$ cat config.mk
export PLATFORM = sky130hd
export DESIGN_NAME = icmp_echo_ctrl
export DESIGN_NICKNAME = d
export VERILOG_FILES = /design/src/rtl/icmp_echo_ctrl.sv
export SDC_FILE = /design/constraint.sdc
export NUM_CORES = 1
export LEC_CHECK = 0
export ABC_AREA = 1
export BUFFER_PORTS_ARGS = -buffer_cell sky130_fd_sc_hd__buf_2
export CAP_MARGIN = 20
export CELL_PAD_IN_SITES_DETAIL_PLACEMENT = 0
export CELL_PAD_IN_SITES_GLOBAL_PLACEMENT = 1
export CORE_MARGIN = 2
export CORE_UTILIZATION = 35
export DETAILED_ROUTE_END_ITERATION = 8
export PLACE_DENSITY_LB_ADDON = 0.08
export SETUP_SLACK_MARGIN = 0.1
export SYNTH_ARGS = -nofsm -noshare
export SYNTH_HDL_FRONTEND = slang
export SYNTH_SLANG_ARGS = --single-unit
$ cat constraint.sdc
create_clock -name clk -period 3.6 [get_ports clk]
set_input_delay 0.72 -clock clk [delete_from_list [all_inputs] [get_ports clk]]
set_output_delay 0.72 -clock clk [all_outputs]
set_load 0.02 [all_outputs]
$ cat src/rtl/icmp_echo_ctrl.sv
// ICMP echo controller: captures an echo-request body into the payload
// buffer, closes it, checks the buffer's size, then arbitrates for the shared
// TX word path and streams the stored reply out under valid/ready.
module icmp_echo_ctrl #(
  parameter int MAX_WORDS   = 255,
  parameter int SETTLE      = 3,
  parameter int GNT_TIMEOUT = 1024
) (
  input  logic        clk,
  input  logic        rst,
  input  logic        i_icmp_start,
  input  logic        i_icmp_valid,
  input  logic [31:0] i_icmp_data,
  input  logic        i_icmp_end,
  output logic        o_buf_start,
  output logic        o_buf_wren,
  output logic [31:0] o_buf_data,
  output logic        o_buf_eop,
  input  logic [7:0]  i_buf_size,
  input  logic [31:0] i_buf_data,
  output logic        o_buf_rdy,
  output logic        o_tx_req,
  input  logic        i_tx_gnt,
  output logic        o_tx_valid,
  output logic [31:0] o_tx_data,
  output logic        o_tx_last,
  input  logic        i_tx_ready,
  output logic        o_busy,
  output logic [7:0]  o_drop_cnt,
  output logic [15:0] o_reply_cnt
);

  localparam logic [2:0] S_IDLE   = 3'd0;
  localparam logic [2:0] S_CAP    = 3'd1;
  localparam logic [2:0] S_FLUSH  = 3'd2;
  localparam logic [2:0] S_CLOSE  = 3'd3;
  localparam logic [2:0] S_SETTLE = 3'd4;
  localparam logic [2:0] S_REQ    = 3'd5;
  localparam logic [2:0] S_REWIND = 3'd6;
  localparam logic [2:0] S_SEND   = 3'd7;

  // Shared counter for the 2-cycle eop pulse and the settle wait.
  localparam int SW = $clog2(SETTLE + 2);
  localparam int TW = $clog2(GNT_TIMEOUT + 1);

  logic [2:0]    state;
  logic [8:0]    wcnt;
  logic [7:0]    n;
  logic [7:0]    rcnt;
  logic [SW-1:0] ccnt;
  logic [TW-1:0] tcnt;

  logic       rx_start, rx_end, rx_open;
  logic       cap_ovf, settle_done, size_bad, gnt_tmo;
  logic       busy_drop, fsm_drop, accept, last_word;
  logic [7:0] size_m1;
  logic [8:0] drop_sum;

  assign rx_start = i_icmp_valid & i_icmp_start;
  assign rx_end   = i_icmp_valid & i_icmp_end;
  // States where an incoming start word is accepted rather than dropped.
  assign rx_open  = (state == S_IDLE) | (state == S_CAP);

  // A non-start word that would push the body past MAX_WORDS aborts capture.
  assign cap_ovf     = (state == S_CAP) & i_icmp_valid & ~i_icmp_start &
                       (wcnt >= 9'(MAX_WORDS));
  assign settle_done = (state == S_SETTLE) & (ccnt == SW'(SETTLE - 1));
  assign size_m1     = i_buf_size - 8'd1;
  assign size_bad    = {1'b0, size_m1} != wcnt;
  assign gnt_tmo     = (state == S_REQ) & ~i_tx_gnt & (tcnt == TW'(GNT_TIMEOUT - 1));

  assign busy_drop = rx_start & ~rx_open;
  assign fsm_drop  = cap_ovf | (settle_done & size_bad) | gnt_tmo;
  assign drop_sum  = {1'b0, o_drop_cnt} + {8'd0, busy_drop} + {8'd0, fsm_drop};

  assign accept    = (state == S_SEND) & i_tx_ready;
  assign last_word = rcnt == (n - 8'd1);

  // Buffer and TX strobes decode straight from state so reset clears them at once.
  always_comb begin
    o_buf_data  = i_icmp_data;
    o_buf_wren  = ((state == S_IDLE) & rx_start) |
                  ((state == S_CAP) & i_icmp_valid & ~cap_ovf);
    o_buf_start = (rx_open & rx_start) | (state == S_REWIND);
    o_buf_eop   = state == S_CLOSE;
    o_buf_rdy   = accept;
    o_tx_req    = (state == S_REQ) | (state == S_REWIND) | (state == S_SEND);
    o_tx_valid  = state == S_SEND;
    o_tx_data   = (state == S_SEND) ? i_buf_data : 32'd0;
    o_tx_last   = (state == S_SEND) & last_word;
    o_busy      = state != S_IDLE;
  end

  // Sequencer: capture -> close -> settle -> request -> rewind -> send.
  always_ff @(posedge clk or posedge rst) begin
    if (rst) begin
      state <= S_IDLE;
      wcnt  <= '0;
      n     <= '0;
      rcnt  <= '0;
      ccnt  <= '0;
      tcnt  <= '0;
    end else begin
      case (state)
        S_IDLE: begin
          ccnt <= '0;
          if (rx_start) begin
            wcnt  <= 9'd1;
            state <= i_icmp_end ? S_CLOSE : S_CAP;
          end
        end
        S_CAP: begin
          ccnt <= '0;
          if (i_icmp_valid) begin
            if (i_icmp_start) begin
              // Restart: this word becomes word 0 of a fresh body.
              wcnt  <= 9'd1;
              state <= i_icmp_end ? S_CLOSE : S_CAP;
            end else if (cap_ovf) begin
              state <= i_icmp_end ? S_IDLE : S_FLUSH;
            end else begin
              wcnt <= wcnt + 9'd1;
              if (i_icmp_end) state <= S_CLOSE;
            end
          end
        end
        S_FLUSH: begin
          if (rx_end) state <= S_IDLE;
        end
        S_CLOSE: begin
          // Two eop cycles so the buffer's edge detector always sees a rise.
          if (ccnt == SW'(1)) begin
            ccnt  <= '0;
            state <= S_SETTLE;
          end else begin
            ccnt <= ccnt + SW'(1);
          end
        end
        S_SETTLE: begin
          if (settle_done) begin
            n     <= size_m1;
            tcnt  <= '0;
            state <= size_bad ? S_IDLE : S_REQ;
          end else begin
            ccnt <= ccnt + SW'(1);
          end
        end
        S_REQ: begin
          if (i_tx_gnt)     state <= S_REWIND;
          else if (gnt_tmo) state <= S_IDLE;
          else              tcnt  <= tcnt + TW'(1);
        end
        S_REWIND: begin
          rcnt  <= '0;
          state <= S_SEND;
        end
        S_SEND: begin
          if (accept) begin
            rcnt <= rcnt + 8'd1;
            if (last_word) state <= S_IDLE;
          end
        end
        default: state <= S_IDLE;
      endcase
    end
  end

  // Drop counter saturates; reply counter wraps.
  always_ff @(posedge clk or posedge rst) begin
    if (rst) begin
      o_drop_cnt  <= '0;
      o_reply_cnt <= '0;
    end else begin
      o_drop_cnt <= drop_sum[8] ? 8'hFF : drop_sum[7:0];
      if (accept & last_word) o_reply_cnt <= o_reply_cnt + 16'd1;
    end
  end

endmodule

Word level (Yosys, flattened, before mapping)
Cells that the tools add are included.

word-level totals
  register bits after elaboration = 66
  bits of input ports = 79
  output and inout bits = 96
  logic and storage cells = 115

operators by class
  add/sub/neg operators = 9
  order comparisons = 1
  equal/unequal tests = 25
  muxes and demuxes = 32
  bitwise logic cells = 27
  reductions and logical operators = 13

operator list
  cell                                                                                  number
  3-bit 2-to-1 mux                                                                      15
  9-bit 2-to-1 mux                                                                      4
  11-bit 2-to-1 mux                                                                     3
  32-bit 2-to-1 mux                                                                     1
  3-bit one-hot mux with 8 select lines                                                 1
  11-bit one-hot mux with 2 select lines                                                1
  9-bit one-hot mux with 2 select lines                                                 1
  16-bit by 1-bit adder with 16-bit output (second input constant)                      1
  1-bit bitwise AND                                                                     16
  8-bit 2-to-1 mux                                                                      2
  8-bit one-hot mux with 2 select lines                                                 1
  8-bit by 1-bit subtractor with 8-bit output (second input constant)                   2
  2-bit != test (second input constant)                                                 7
  3-bit equality test (second input constant)                                           4
  11-bit by 1-bit adder with 11-bit output (second input constant)                      1
  11-bit by 10-bit equality test with 1-bit output (second input constant)              1
  8-bit by 1-bit adder with 9-bit output                                                1
  9-bit by 1-bit adder with 9-bit output                                                1
  9-bit by 1-bit adder with 9-bit output (second input constant)                        1
  3-bit by 2-bit equality test with 1-bit output (second input constant)                3
  9-bit by 8-bit greater-or-equal comparator with 1-bit output (second input constant)  1
  8-bit by 9-bit != test with 1-bit output                                              1
  3-bit one-hot mux with 3 select lines                                                 1
  9-bit AND reduction                                                                   1
  other kinds (16)                                                                      36

Depth between registers and ports, before layout
  word-level depth = 8
  depth in mapped cells = 25
  depth with buffers taken out = 25

Worst setup path before layout
OpenSTA, ideal clock, no wires.

  kind = in2reg
  from = input port i_buf_size[0]
  to = register o_drop_cnt[7]
  setup time = 127 ps
  data arrival time = 2959 ps
  required time = 3473 ps
  path slack = 513 ps
  stages = 21
  buffers on the path = 0
  cells stage by stage = inv_1 ha_1 inv_1 nor2_1 nand4_1 nand3_1 nand3_1 nor2_1 nand2_1 nand2_1 nand3_1 fa_1 nand2_1 nor2_1 inv_1 nor2_1 inv_1 nor2_1 nand3_1 inv_1 or2_2

on the way
  word-level cells in the longest chain between the ends = 7

RTL lines
  element                                      line  source
  start: declaration                           19    input logic [7:0] i_buf_size,
  8-bit by 1-bit subtractor with 8-bit output  68    assign size_m1 = i_buf_size - 8'd1;
  8-bit by 9-bit != test with 1-bit output     69    assign size_bad = {1'b0, size_m1} != wcnt;
  1-bit bitwise AND                            73    assign fsm_drop = cap_ovf | (settle_done & size_bad) | gnt_tmo;
  1-bit bitwise OR (2 in a row)                73
  9-bit by 1-bit adder with 9-bit output       74    assign drop_sum = {1'b0, o_drop_cnt} + {8'd0, busy_drop} + {8'd0, fsm_drop};
  8-bit 2-to-1 mux                             174   o_drop_cnt <= drop_sum[8] ? 8'hFF : drop_sum[7:0];
  end signal: assignment                       174
  end: declaration                             29    output logic [7:0] o_drop_cnt,

No other way between the ends.
A chain may end at the register's enable or synchronous reset.

==> impl_metrics.toml <==
[die]
initial_core_util_pct = 35.9
dieHeight_um = 121
die_x_um = 121
ios = 175
die-area_um2 = 14600
rows = 42
coreArea_um2 = 13300

[routing]
drc = 0
wl_um = 12200
vias = 4468
avgRoutedWirePerCell_um = 12.6
ant_nets = 0
drt_iter0_drc = 174
firstDrtPassIters = 4
via_per_inst = 4.63

[synthesis]
synth_nets = 791
avgSynthCellArea_um2 = 6.81
synthCells = 701
yosys_register_bits = 66
synth.distinct_cells = 42
yosysWarningCount = 0
yosysSeqAreaShare_pct = 34.6
synth_area_um2 = 4770

[flow_run]
cap_viol_max_count = 0

[timing]
relSlewSlack_pct = 48.5
fmax_ghz = 0.313
tns_ps = 0
setup_viol = 0
drv_slew = 0
finalHoldViolCount = 0
worstMarginPinSlew_ps = 771
skew_ps = 6.18
period_minus_slack_ps = 3190
period_share_pct = 88.7
rsz0062_at_grt = "no"
fin_ws_ps = 407

[setup_path]
cp_common_cell = "nand2_1"
arrival_ps = 2470
cp-start-kind = "register"
cp_cell_sequence = "ha_1 -> nand3_1 -> nor3_1 -> nand2_1 -> nor2_1 -> ha_1 -> nor2_1 -> nand2_1 -> nand2_1 -> and3_4 -> nand2_2 -> nand2_1 -> buf_2"
worstPathBufferInverterCount = 1
cp.required_ps = 2880
slowest_delay_ps = 410
cpLargestDelayFamily = "simple AND/OR/NAND/NOR gates"
worstSetupEndpointType = "output port"
cp_max_fo = 17
path_class = "register to output port"
cpMaxStageDelayCell = "dfrtp_1"

[global_route]
grt_pass1_vias = 4228
met3_usage_pct = 4.06
use_met1_pct = 22.8
grt_pass1_wl_um = 20200
grt_antenna_before_repair = 0
grt_overflow = 0
grt_max_degree = 35
top_usage_layer = "met2"
gr-usage-met2_pct = 27.4
track_usage_pct = 17.2

[cts]
insertion_delay_ps = 340
cts_tree = "done"
holdBufCountCts = 0
clkSlewWorstSetupHoldPaths_ps = 50
cts-root-buf = "clkbuf_16"
cts_max_level = 3
cts.sinks = 66
cts_buffers = 9
cts_max_path_buffers = 2
cts_setup_buffers = 0

[pwr]
p_leak_nw = 3.13
power.density_nw_per_um2 = 542
irDropWorstVdd_mv = 0.384
p_total_mw = 3.05

[place]
dp_slack_ps = 160
dp_cells = 948
hpwlAfterDp_um = 9460
gp_congestion = 0.818
portBuffers = 110

[cells_and_area]
fin_nets = 873
area_growth_pct = 17.8
post_layout_nonfiller_instances = 965
layout-drive-gt1-share_pct = 20.4
postLayoutCoreUtil_pct = 42.3

[run_status]
status = "complete, no violations"

[worst_hold_path]
hold_path.class = "register to register"
==> synthesized netlist by cell type, drive strengths merged <==
| master | instances | area (um^2) |
|---|---|---|
| nand2 | 171 | 676 |
| nand3 | 71 | 360 |
| a21oi | 15 | 82.6 |
| o21bai | 1 | 7.51 |
| buf | 39 | 290 |
| o211ai | 2 | 15.0 |
| xnor2 | 13 | 114 |
| a211oi | 1 | 7.51 |
| o311ai | 1 | 8.76 |
| nor3b | 1 | 12.5 |
| nand4 | 8 | 50.1 |
| o22ai | 2 | 12.5 |
| nor4 | 4 | 25.0 |
| xor2 | 15 | 131 |
| ha | 10 | 125 |
| clkbuf | 4 | 15.0 |
| o21a | 1 | 7.51 |
| or2 | 2 | 15.0 |
| inv | 120 | 453 |
| a22oi | 2 | 20.0 |
| nor2 | 101 | 412 |
| o21ai | 32 | 160 |
| o2111ai | 1 | 8.76 |
| fa | 1 | 20.0 |
| dfrtp | 66 | 1650 |
| a31oi | 2 | 12.5 |
| and3 | 1 | 6.26 |
| nor3 | 14 | 75.1 |
==> area by class of cell <==
type,count,area (um^2)
antenna,1,2.50
clock buffer,10,229
clock inverter,6,105
fill,1425,7670
inverter,120,453
multi-input combinational,472,2370
sequential,66,1650
tap,176,220
timing repair buffer,114,593
==> metal layers <==
| metal | wire (um) | up-vias |
|---|---|---|
| met5 | 0 | - |
| met1 | 5670 | 2016 |
| met2 | 5710 | 108 |
| li1 | - | 2326 |
| met3 | 662 | 18 |
| met4 | 124 | 0 |
==> power by group <==
group / switching (mW) / internal [mW]
registers: 0.163 / 0.888
logic: 0.646 / 0.348
clock network: 0.332 / 0.673
total: 1.14 / 1.91
==> cells in the final DEF, fill, tap and decap left out, drive strengths merged <==
cell type / instances
clkinv: 3
o22ai: 2
nor2: 101
nand2: 171
o211ai: 2
and3: 1
fa: 1
nor3b: 1
o311ai: 1
xnor2: 13
nand3: 71
dfrtp: 66
o21bai: 1
inv: 120
or2: 2
a211oi: 1
a22oi: 2
buf: 114
a31oi: 2
o21a: 1
bufinv: 3
o2111ai: 1
a21oi: 15
nand4: 8
ha: 10
nor4: 4
o21ai: 32
xor2: 15
clkbuf: 10
nor3: 14
diode: 1
==> final timing paths <==
check / cells after the start / slack (ps) / startpoint / endpoint
worst min register to register: 1 / 500 / o_drop_cnt[7] / o_drop_cnt[7]
worst max-delay path: 13 / 410 / wcnt[0] / o_buf_start
min in group asynchronous: 2 / 520 / rst / rcnt[5]
max in group asynchronous: 3 / 2420 / rst / o_drop_cnt[4]
worst max register to register: 21 / 570 / wcnt[0] / o_drop_cnt[6]
worst min-delay path: 1 / 500 / o_drop_cnt[7] / o_drop_cnt[7]
==> what timing repair did <==
item | 4_1_cts | 5_1_grt
endpoints found under the setup margin | 1 | 1
pin swaps | 0 | 0
gates resized for setup | 1 | 1
gates cloned | 0 | 0
==> worst reg2reg max path: cells and delay by family, from the launching register on <==
kind                       cells  cell delay (ps)
buffers and inverters          3              220
and+or+nand+nor               14             1660
AOI/OAI and AO/OA              1              120
DFF                            1              390
adders and majority gates      3              550
==> per-stage QoR <==
stage	hold slack, ps	cell area (um^2)
after floorplan	453	4770
after CTS	505	5620
final	498	5620
after global routing	528	5620
after detailed placement	481	5280
after global placement	492	5280
==> registers in the layout, summed over array words and instances, names as in the netlist <==
signal,count
ccnt,3
n,8
o_drop_cnt,8
o_reply_cnt,16
rcnt,8
state,3
tcnt,11
wcnt,9
==> cells by family (layout without fill, tap and decap cells) <==
kind of cell,Yosys count,in the layout,synth area share (%)
and+or+nand+nor,373,373,34.2
adders and majority gates,11,11,3.04
AOI/OAI and AO/OA,60,60,7.18
DFF,66,66,34.6
other,0,1,0
buffers and inverters,163,250,15.9
xor gates and xnor gates,28,28,5.14
No activity file was read; power rests on OpenSTA's default activity.
